`src/rtl/ahb_copy_master_if.sv`:
```
// AHB-Lite bus bundle between the copy master and the system bus.
interface ahb_copy_master_if;
  logic [31:0] haddr;
  logic [1:0]  htrans;
  logic        hwrite;
  logic [2:0]  hsize;
  logic [2:0]  hburst;
  logic [3:0]  hprot;
  logic        hmastlock;
  logic [31:0] hwdata;
  logic [31:0] hrdata;
  logic        hready;
  logic        hresp;

  modport master (
    output haddr, htrans, hwrite, hsize,
    output hburst, hprot, hmastlock, hwdata,
    input  hrdata, hready, hresp
  );

  modport slave (
    input  haddr, htrans, hwrite, hsize,
    input  hburst, hprot, hmastlock, hwdata,
    output hrdata, hready, hresp
  );
endinterface

```
`src/rtl/ahb_copy_master.sv`:
```
// AHB-Lite block copy master: single read/write pairs, DONE/ERR status.
// Define AHB_COPY_CHECKSUM_EN to add the additive read-data checksum port.
module ahb_copy_master #(
  parameter int CNT_W = 16
) (
  input  logic             hclk,
  input  logic             reset,
  input  logic             start,
  input  logic [31:0]      src,
  input  logic [31:0]      dst,
  input  logic [CNT_W-1:0] len,
  output logic             busy,
  output logic             done,
  output logic             err,
  output logic [CNT_W-1:0] count,
`ifdef AHB_COPY_CHECKSUM_EN
  output logic [31:0]      checksum,
`endif
  ahb_copy_master_if.master bus
);

  localparam logic [1:0] TR_IDLE = 2'b00;
  localparam logic [1:0] TR_NSEQ = 2'b10;

  typedef enum logic [2:0] {
    IDLE, RD_A, RD_D, WR_A, WR_D, FIN
  } state_t;

  state_t state, state_nx;

  logic [31:0]      src_ptr, dst_ptr, data_q;
  logic [CNT_W-1:0] len_q, count_q, count_inc;
  logic             err_q;
  logic             accept, rd_done, wr_done, bus_err;

  assign accept    = (state == IDLE) && start;
  assign rd_done   = (state == RD_D) && bus.hready && !bus.hresp;
  assign wr_done   = (state == WR_D) && bus.hready && !bus.hresp;
  assign bus_err   = ((state == RD_D) || (state == WR_D))
                     && bus.hready && bus.hresp;
  assign count_inc = count_q + CNT_W'(1);

  always_ff @(posedge hclk) begin
    if (reset) state <= IDLE;
    else       state <= state_nx;
  end

  always_comb begin
    state_nx = state;
    unique case (state)
      IDLE: if (start) state_nx = (len == '0) ? FIN : RD_A;
      RD_A: if (bus.hready) state_nx = RD_D;
      RD_D: begin
        if (bus_err)      state_nx = FIN;
        else if (rd_done) state_nx = WR_A;
      end
      WR_A: if (bus.hready) state_nx = WR_D;
      WR_D: begin
        if (bus_err)      state_nx = FIN;
        else if (wr_done) state_nx = (count_inc == len_q) ? FIN : RD_A;
      end
      FIN:     state_nx = IDLE;
      default: state_nx = IDLE;
    endcase
  end

  // Address/control decode straight from state, so it cannot move mid-wait.
  always_comb begin
    bus.htrans = TR_IDLE;
    bus.hwrite = 1'b0;
    bus.haddr  = src_ptr;
    unique case (state)
      RD_A: bus.htrans = TR_NSEQ;
      WR_A: begin
        bus.htrans = TR_NSEQ;
        bus.hwrite = 1'b1;
        bus.haddr  = dst_ptr;
      end
      default: ;
    endcase
  end

  always_ff @(posedge hclk) begin
    if (reset) begin
      src_ptr <= '0;
      dst_ptr <= '0;
      data_q  <= '0;
      len_q   <= '0;
      count_q <= '0;
      err_q   <= 1'b0;
    end else begin
      if (accept) begin
        count_q <= '0;
        err_q   <= 1'b0;
        if (len != '0) begin
          src_ptr <= {src[31:2], 2'b00};
          dst_ptr <= {dst[31:2], 2'b00};
          len_q   <= len;
        end
      end
      if (rd_done) data_q <= bus.hrdata;
      if (wr_done) begin
        count_q <= count_inc;
        src_ptr <= src_ptr + 32'd4;
        dst_ptr <= dst_ptr + 32'd4;
      end
      if (bus_err) err_q <= 1'b1;
    end
  end

`ifdef AHB_COPY_CHECKSUM_EN
  logic [31:0] sum_q;

  always_ff @(posedge hclk) begin
    if (reset)        sum_q <= '0;
    else if (accept)  sum_q <= '0;
    else if (rd_done) sum_q <= sum_q + bus.hrdata;
  end

  assign checksum = sum_q;
`endif

  assign busy  = (state == RD_A) || (state == RD_D)
              || (state == WR_A) || (state == WR_D);
  assign done  = (state == FIN);
  assign err   = err_q;
  assign count = count_q;

  assign bus.hwdata    = data_q;
  assign bus.hsize     = 3'b010;
  assign bus.hburst    = 3'b000;
  assign bus.hprot     = 4'b0011;
  assign bus.hmastlock = 1'b0;

endmodule

```
`src/flat_wrapper.sv`:
```
// flat-port wrapper written by rule: the top's interface ports become plain ports
module ahb_copy_master_flat 
#(
  parameter int CNT_W = 16
)
  (hclk, reset, start, src, dst, len, busy, done, err, count, bus_haddr, bus_htrans, bus_hwrite, bus_hsize, bus_hburst, bus_hprot, bus_hmastlock, bus_hwdata, bus_hrdata, bus_hready, bus_hresp);
  ahb_copy_master_if bus_i ();
  input  logic hclk;
  input  logic reset;
  input  logic start;
  input  logic [31:0] src;
  input  logic [31:0] dst;
  input  logic [CNT_W-1:0] len;
  output logic busy;
  output logic done;
  output logic err;
  output logic [CNT_W-1:0] count;
  output wire logic [$bits(bus_i.haddr)-1:0] bus_haddr;
  output wire logic [$bits(bus_i.htrans)-1:0] bus_htrans;
  output wire logic [$bits(bus_i.hwrite)-1:0] bus_hwrite;
  output wire logic [$bits(bus_i.hsize)-1:0] bus_hsize;
  output wire logic [$bits(bus_i.hburst)-1:0] bus_hburst;
  output wire logic [$bits(bus_i.hprot)-1:0] bus_hprot;
  output wire logic [$bits(bus_i.hmastlock)-1:0] bus_hmastlock;
  output wire logic [$bits(bus_i.hwdata)-1:0] bus_hwdata;
  input wire logic [$bits(bus_i.hrdata)-1:0] bus_hrdata;
  input wire logic [$bits(bus_i.hready)-1:0] bus_hready;
  input wire logic [$bits(bus_i.hresp)-1:0] bus_hresp;
  assign bus_haddr = bus_i.haddr;
  assign bus_htrans = bus_i.htrans;
  assign bus_hwrite = bus_i.hwrite;
  assign bus_hsize = bus_i.hsize;
  assign bus_hburst = bus_i.hburst;
  assign bus_hprot = bus_i.hprot;
  assign bus_hmastlock = bus_i.hmastlock;
  assign bus_hwdata = bus_i.hwdata;
  assign bus_i.hrdata = bus_hrdata;
  assign bus_i.hready = bus_hready;
  assign bus_i.hresp = bus_hresp;
  ahb_copy_master #(.CNT_W(CNT_W)) u_core (.hclk(hclk), .reset(reset), .start(start), .src(src), .dst(dst), .len(len), .busy(busy), .done(done), .err(err), .count(count), .bus(bus_i));
endmodule
```
`config.mk`:
```
export PLATFORM = sky130hd
export DESIGN_NAME = ahb_copy_master_flat
export DESIGN_NICKNAME = d
export VERILOG_FILES = /design/src/rtl/ahb_copy_master_if.sv /design/src/rtl/ahb_copy_master.sv /design/src/flat_wrapper.sv
export SDC_FILE = /design/constraint.sdc
export NUM_CORES = 1
export LEC_CHECK = 0
export BUFFER_PORTS_ARGS = -buffer_cell sky130_fd_sc_hd__buf_2
export CAP_MARGIN = 20
export CORE_MARGIN = 1
export CORE_UTILIZATION = 34
export CTS_CLUSTER_DIAMETER = 120
export DETAILED_ROUTE_END_ITERATION = 6
export PLACE_DENSITY_LB_ADDON = 0.2
export SLEW_MARGIN = 20
export SYNTH_ARGS = -nofsm -noshare
export SYNTH_HDL_FRONTEND = slang
export SYNTH_SLANG_ARGS = --single-unit
```
`constraint.sdc`:
```
create_clock -name hclk -period 7.6 [get_ports hclk]
set_input_delay 1.52 -clock hclk [delete_from_list [all_inputs] [get_ports hclk]]
set_output_delay 1.52 -clock hclk [all_outputs]
set_load 0.01 [all_outputs]
```
# --- Yosys cells after proc, flatten, opt, wreduce, memory -nomap -nowiden ---
# Cells that the tools add are included.
word_totals:
  in_bits: 117
  register_bits: 132
  word_cells: 66
classes:
  mux: 23
  reduce_logical: 22
  add_sub_neg: 3
  eq_ne: 11
ops:
  columns: ["cell", "count"]
  rows:
  - ["two-way mux 32 bit", 7]
  - ["adder 32 x 3 -> 32 bit, second input constant", 2]
  - ["two-way mux 16 bit", 2]
  - ["two-way mux 3 bit", 9]
  - ["adder 16 x 1 -> 16 bit, second input constant", 1]
  - ["== test 16 bit", 1]
  - ["zero test 16 bit", 1]
  - ["nonzero test 16 bit", 1]
  - ["one-hot mux 3 bit (5 select lines)", 1]
  - ["logical AND 1 bit", 7]
  - ["== test 3 x 2 -> 1 bit, second input constant", 2]
  - ["== test 3 bit, second input constant", 2]
  - ["!= test 2 bit, second input constant", 3]
  - ["!= test 3 x 1 -> 1 bit, second input constant", 2]
  - ["nonzero test 2 bit", 3]
  - ["AND reduction 5 bit", 1]
  - ["logical OR 1 bit", 4]
  - ["AND reduction 2 bit", 2]
  - ["== test 3 x 1 -> 1 bit, second input constant", 1]
  - ["zero test 3 bit", 1]
  - ["two-way mux 1 bit", 3]
  - ["two-way mux 2 bit", 1]
  - ["OR reduction 2 bit", 1]
  - ["zero test 1 bit", 1]

# --- Depth between registers and ports, before layout ---
logic_depth:
  word_depth: 6
  depth_mapped: 9

# --- Least setup slack after synthesis ---
# No wires, ideal clock.
synth_timing:
  kind: "input port to flip-flop"
  from: "input len[15]"
  to: "register u_core.dst_ptr[24]"
  t_required_ps: 7526
  slack_ps: 4147
  stages: 6
  t_arrival_ps: 3379
  path_cell_list: "or4_1 o41ai_2 clkbuf_1 clkbuf_1 o211ai_1 a31oi_1"
synth_between:
  elab_chain_cells: 3
synth_lines:
  columns: ["item", "line", "rtl"]
  rows:
  - ["start: declaration", "flat_wrapper.sv:13", "input logic [CNT_W-1:0] len;"]
  - ["nonzero test 16 bit", "ahb_copy_master.sv:95", "if (len != '0) begin"]
  - ["nonzero test 2 bit (no line)", null, null]
  - ["AND reduction 2 bit (no line)", null, null]
  - ["end signal: assignment", "ahb_copy_master.sv:97", "dst_ptr <= {dst[31:2], 2'b00};"]
  - ["end signal: assignment", "ahb_copy_master.sv:105", "dst_ptr <= dst_ptr + 32'd4;"]
  - ["end: declaration", "ahb_copy_master.sv:31", "logic [31:0] src_ptr, dst_ptr, data_q;"]
# No other way between the ends.
# A chain may end at the register's enable or synchronous reset.

# --- Final worst setup path ---
layout_timing:
  from: "input len[10]"
  to: "register u_core.src_ptr[30]"
layout_between:
  elab_chain_cells: 3
layout_lines:
  columns: ["item", "line", "rtl"]
  rows:
  - ["nonzero test 16 bit", "ahb_copy_master.sv:95", null]
  - ["nonzero test 2 bit (no line)", null, null]
  - ["AND reduction 2 bit (no line)", null, null]
  - ["end signal: assignment", "ahb_copy_master.sv:96", "src_ptr <= {src[31:2], 2'b00};"]
  - ["end signal: assignment", "ahb_copy_master.sv:104", "src_ptr <= src_ptr + 32'd4;"]
  - ["end: declaration", "ahb_copy_master.sv:31", null]
# No other way between the ends.

==> summary.md <==
| Metric | Value |
|---|---|
| Asr flop ratio synth | 0 |
| Final HPWL from detailed placement | roughly 15,000 um |
| Fraction of the core area covered by cells at the end of the flow | 0.436 |
| Worst Tran Pin Value | around 0.96 ns |
| Growth of design area from synthesis to finish | 23.9% |
| Standard-cell rows | 51 |
| Number of enable-type register cells in the synthesized netlist | 0 |
| Max IR drop VDD | approximately 0.14 mV |
| Type of the tightest min-delay check | register to register |
| Cells on Worst Hold Path | 2 |
| Count of unique library cells instantiated by Yosys | 54 |
| Total I/O pin count | ~210 |
| Worst endpoint required time | around 7.9 ns |
| Fmax achieved | 254 MHz |
| Gate count after technology mapping | approximately 920 |
| Flop pwr share | 0.420 |
| # fillers | 2,116 |
| Total standard cell area after synthesis | roughly 0.007 mm^2 |
| Cell depth of the worst flop-to-flop path | 6 |
| Final setup violation count | 0 |
| Cell area power density | 208 mW/mm^2 |
| Internal cell power | roughly 1.3 mW |
| Number of clock sinks seen by CTS | between 100 and 150 |
| Switching Fraction | 0.283 |
| Total number of vias | between 7,000 and 8,000 |
| Leak pwr | about 3.4 nW |
| Number of gates given a new drive strength after cts | 0 |
| Area used by multi-input combinational logic | 0.00405 mm^2 |
| Most common flop cell mapped by yosys | sky130_fd_sc_hd__dfxtp_1 |
| Worst setup EP type | register |
| Share of power burned in the clock network | 0.458 |
| Start point of the worst min-delay path | u_core.bus.hwdata[28]$_SDFFE_PP0P_ |
| Flop and latch count out of synthesis | approximately 130 |
| TritonCTS Buffers | 17 |
| Detailed-route vias per instance | around 5.4 |
| Min-Delay Endpoint | u_core.bus.hwdata[28]$_SDFFE_PP0P_ |
| GR Util met2 | 0.352 |
| Switching power | about 500 uW |
| Residual overflow from global routing | 0 |
| Fraction of power consumed by combinational cells | 0.122 |
| Highest-count cells in the layout ignoring fill and taps | sky130_fd_sc_hd__buf_2 (194), sky130_fd_sc_hd__nand2_1 (168), sky130_fd_sc_hd__dfxtp_1 (128) |
| Number of iterations in the first detailed-routing pass | 5 |
| Number of max-slew violations in the final report | 0 |
| Worst Path Max Fanout | 11 |
| Core region area | between 0.015 and 0.02 mm^2 |
| Area enclosed by the die boundary | 0.0210 mm^2 |
| Reg2Reg Setup Slack | 4.49 ns |
| Clock-pin slew on the worst setup and hold paths | ~0.07 ns |
| Setup TNS | 0 ns |
| Global-route met1 utilization | 0.276 |
| Post-route clock period utilization | 0.518 |
| Pin count of the biggest net entering global routing | 75 |
| Register area share after synthesis | 0.368 |
| Initial antenna violation count | 1 |
| CTS max path bufs | 2 |
| Die boundary width | 145 um |
| Startpoint of the most critical register-to-register path | u_core.state[2]$_SDFFE_PP0P_ |
| Total of max-cap violations | 0 |
| Most common cell after layout, fill and taps aside | sky130_fd_sc_hd__buf_2 |
| First-pass GRT wire length | 35,700 um |
| Relative max-transition margin | 0.355 |
| Setup Fix Bufs, Post-CTS | 0 |
| Starting density of the core | 0.352 |
| Number of buffer cells added on primary ports | 195 |
| Global router's overall resource usage | 0.214 |
| Run status | complete, no violations |
| Vias in the first global route | roughly 6,500 |
| Library cell used as clock root buffer | sky130_fd_sc_hd__clkbuf_16 |
| Endpoints failing hold | 0 |
| Routed WL per cell | between 15 and 20 um |
| Post-route DRC | 0 |
| Power, Total | approximately 1.8 mW |
| Maximum level of the CTS H-tree | 4 |
| Kind of launch point of the worst setup path | input pin |
| RSZ-0062 raised after global routing | false |
| Post-CTS Hold Buffers | 0 |
| Post-layout net count | between 1,000 and 1,500 |
| Clock latency on the worst-skew pair | between 0.4 and 0.5 ns |
| Die Y | ~150 um |
| Residual antenna-violating net count after detailed routing | 0 |
| CTS tree | yes |
| WP data arrival | roughly 4.3 ns |
| Most used routing layer in global routing | met2 |
| Last weighted congestion value of the routability-driven placer | 0.804 |
| Crit Reg-Reg Endpoint | u_core.src_ptr[19]$_SDFFE_PP0P_ |
| Sequential cell area | 0.00256 mm^2 |
| Initial DRC Count | 439 |
| Yosys warnings | 0 |
| Crit path time final | 3.94 ns |
| Fraction of layout instances using a drive strength above 1 | 0.253 |
| Avg Inst Size Synth | approximately 7.5 um^2 |
| Final worst clock skew | approximately 0.014 ns |
| M3 GR Usage | 0.0472 |
| Wirelength, routed | 22,600 um |
| Worst Path Class, Setup | input pin to register |
layout make-up:
| cell class | instances | share of cell area |
|---|---|---|
| multi-input combinational | 714 | 0.470 |
| antenna | 1 | 0.000290 |
| inverter | 13 | 0.00566 |
| timing repair buffer | 203 | 0.121 |
| clock buffer | 17 | 0.0494 |
| clock inverter | 15 | 0.0180 |
| sequential | 128 | 0.297 |
| tap | 265 | 0.0385 |
per-stage QoR:
step	setup slack (ns)	std cells	instance area (um^2)	hold slack, ns
after floorplan	4.15	936	7000	0.445
after global placement	3.19	1323	8030	0.439
after detailed placement	3.15	1323	8030	0.444
after CTS	3.59	1355	8610	0.452
after global routing	3.44	1355	8610	0.470
final	3.66	1356	8620	0.452
power by group through the flow:
stage | combinational (mW) | clock, mW | sequential [mW]
2_1_floorplan | 0.146 | 0 | 0.748
3_3_place_gp | 0.218 | 0 | 0.765
3_5_place_dp | 0.219 | 0 | 0.765
4_1_cts | 0.221 | 0.836 | 0.751
5_1_grt | 0.242 | 0.864 | 0.758
6_report | 0.218 | 0.820 | 0.752
sequential cells by signal, indices dropped and copies added, names as in the netlist:
| register | cells |
|---|---|
| u_core.err | 1 |
| u_core.count | 16 |
| u_core.state | 3 |
| u_core.bus.hwdata | 32 |
| u_core.src_ptr | 30 |
| u_core.len_q | 16 |
| u_core.dst_ptr | 30 |
metal layers:
metal,wire (um),share of wire
met5,13,0.00058
met4,304,0.013
met3,1430,0.063
met2,10900,0.48
met1,9920,0.44
cell families (layout without fill, tap and decap cells):
family                   after synthesis  in the layout  share of synthesized area
AND/OR/NAND/NOR                      408            408                      0.280
AO/OA/AOI/OAI                        233            233                      0.204
flip-flops                           128            128                      0.368
buffers and inverters                 94            248                     0.0588
multiplexers                          35             35                     0.0563
XOR/XNOR                              21             21                     0.0264
adder cells (fa/ha/maj)                3              3                    0.00540
other                                  2             15                    0.00108
worst max path at each step:
stage,startpoint,end,slack (ns),cells past startpoint
final,len[10],u_core.src_ptr[30]$_SDFFE_PP0P_,3.66,7
after floorplan,len[15],u_core.dst_ptr[24]$_SDFFE_PP0P_,4.15,6
after CTS,len[10],u_core.src_ptr[25]$_SDFFE_PP0P_,3.59,7
after global routing,len[10],u_core.src_ptr[25]$_SDFFE_PP0P_,3.44,7
after global placement,len[10],u_core.src_ptr[30]$_SDFFE_PP0P_,3.19,7
after detailed placement,len[10],u_core.src_ptr[25]$_SDFFE_PP0P_,3.15,7
synthesized netlist by cell type (4+ instances only):
master,instances,area share
sky130_fd_sc_hd__a2bb2oi_1,5,0.0063
sky130_fd_sc_hd__o211ai_1,18,0.019
sky130_fd_sc_hd__a21oi_1,104,0.075
sky130_fd_sc_hd__clkbuf_1,61,0.033
sky130_fd_sc_hd__a311oi_1,8,0.010
sky130_fd_sc_hd__o21ai_0,37,0.027
sky130_fd_sc_hd__and2_1,5,0.0045
sky130_fd_sc_hd__inv_1,13,0.0070
sky130_fd_sc_hd__nand3_1,28,0.020
sky130_fd_sc_hd__nor4_1,13,0.012
sky130_fd_sc_hd__nor3_1,28,0.020
sky130_fd_sc_hd__a31oi_1,26,0.023
sky130_fd_sc_hd__and4_1,8,0.010
sky130_fd_sc_hd__xor2_1,4,0.0050
sky130_fd_sc_hd__a211oi_1,4,0.0043
sky130_fd_sc_hd__or4_1,8,0.0086
sky130_fd_sc_hd__dfxtp_1,128,0.37
sky130_fd_sc_hd__and3_1,10,0.0090
sky130_fd_sc_hd__nor2_1,69,0.037
sky130_fd_sc_hd__xnor2_1,17,0.021
sky130_fd_sc_hd__nand3b_1,5,0.0054
sky130_fd_sc_hd__a32oi_1,5,0.0063
sky130_fd_sc_hd__or3_1,22,0.020
sky130_fd_sc_hd__a221oi_1,6,0.0076
sky130_fd_sc_hd__nand4_1,30,0.027
sky130_fd_sc_hd__nand2_1,168,0.091
sky130_fd_sc_hd__mux2_2,33,0.053
sky130_fd_sc_hd__buf_4,14,0.015
critical path: stages:
cell and delay (ns):
sky130_fd_sc_hd__buf_2 0.10, sky130_fd_sc_hd__or4_1 0.67, sky130_fd_sc_hd__nor4_1 0.75, sky130_fd_sc_hd__nor2_4 0.03
sky130_fd_sc_hd__nor2_1 0.75, sky130_fd_sc_hd__o21ai_0 0.23, sky130_fd_sc_hd__a31oi_1 0.22
No activity file was read; power rests on OpenSTA's default activity.
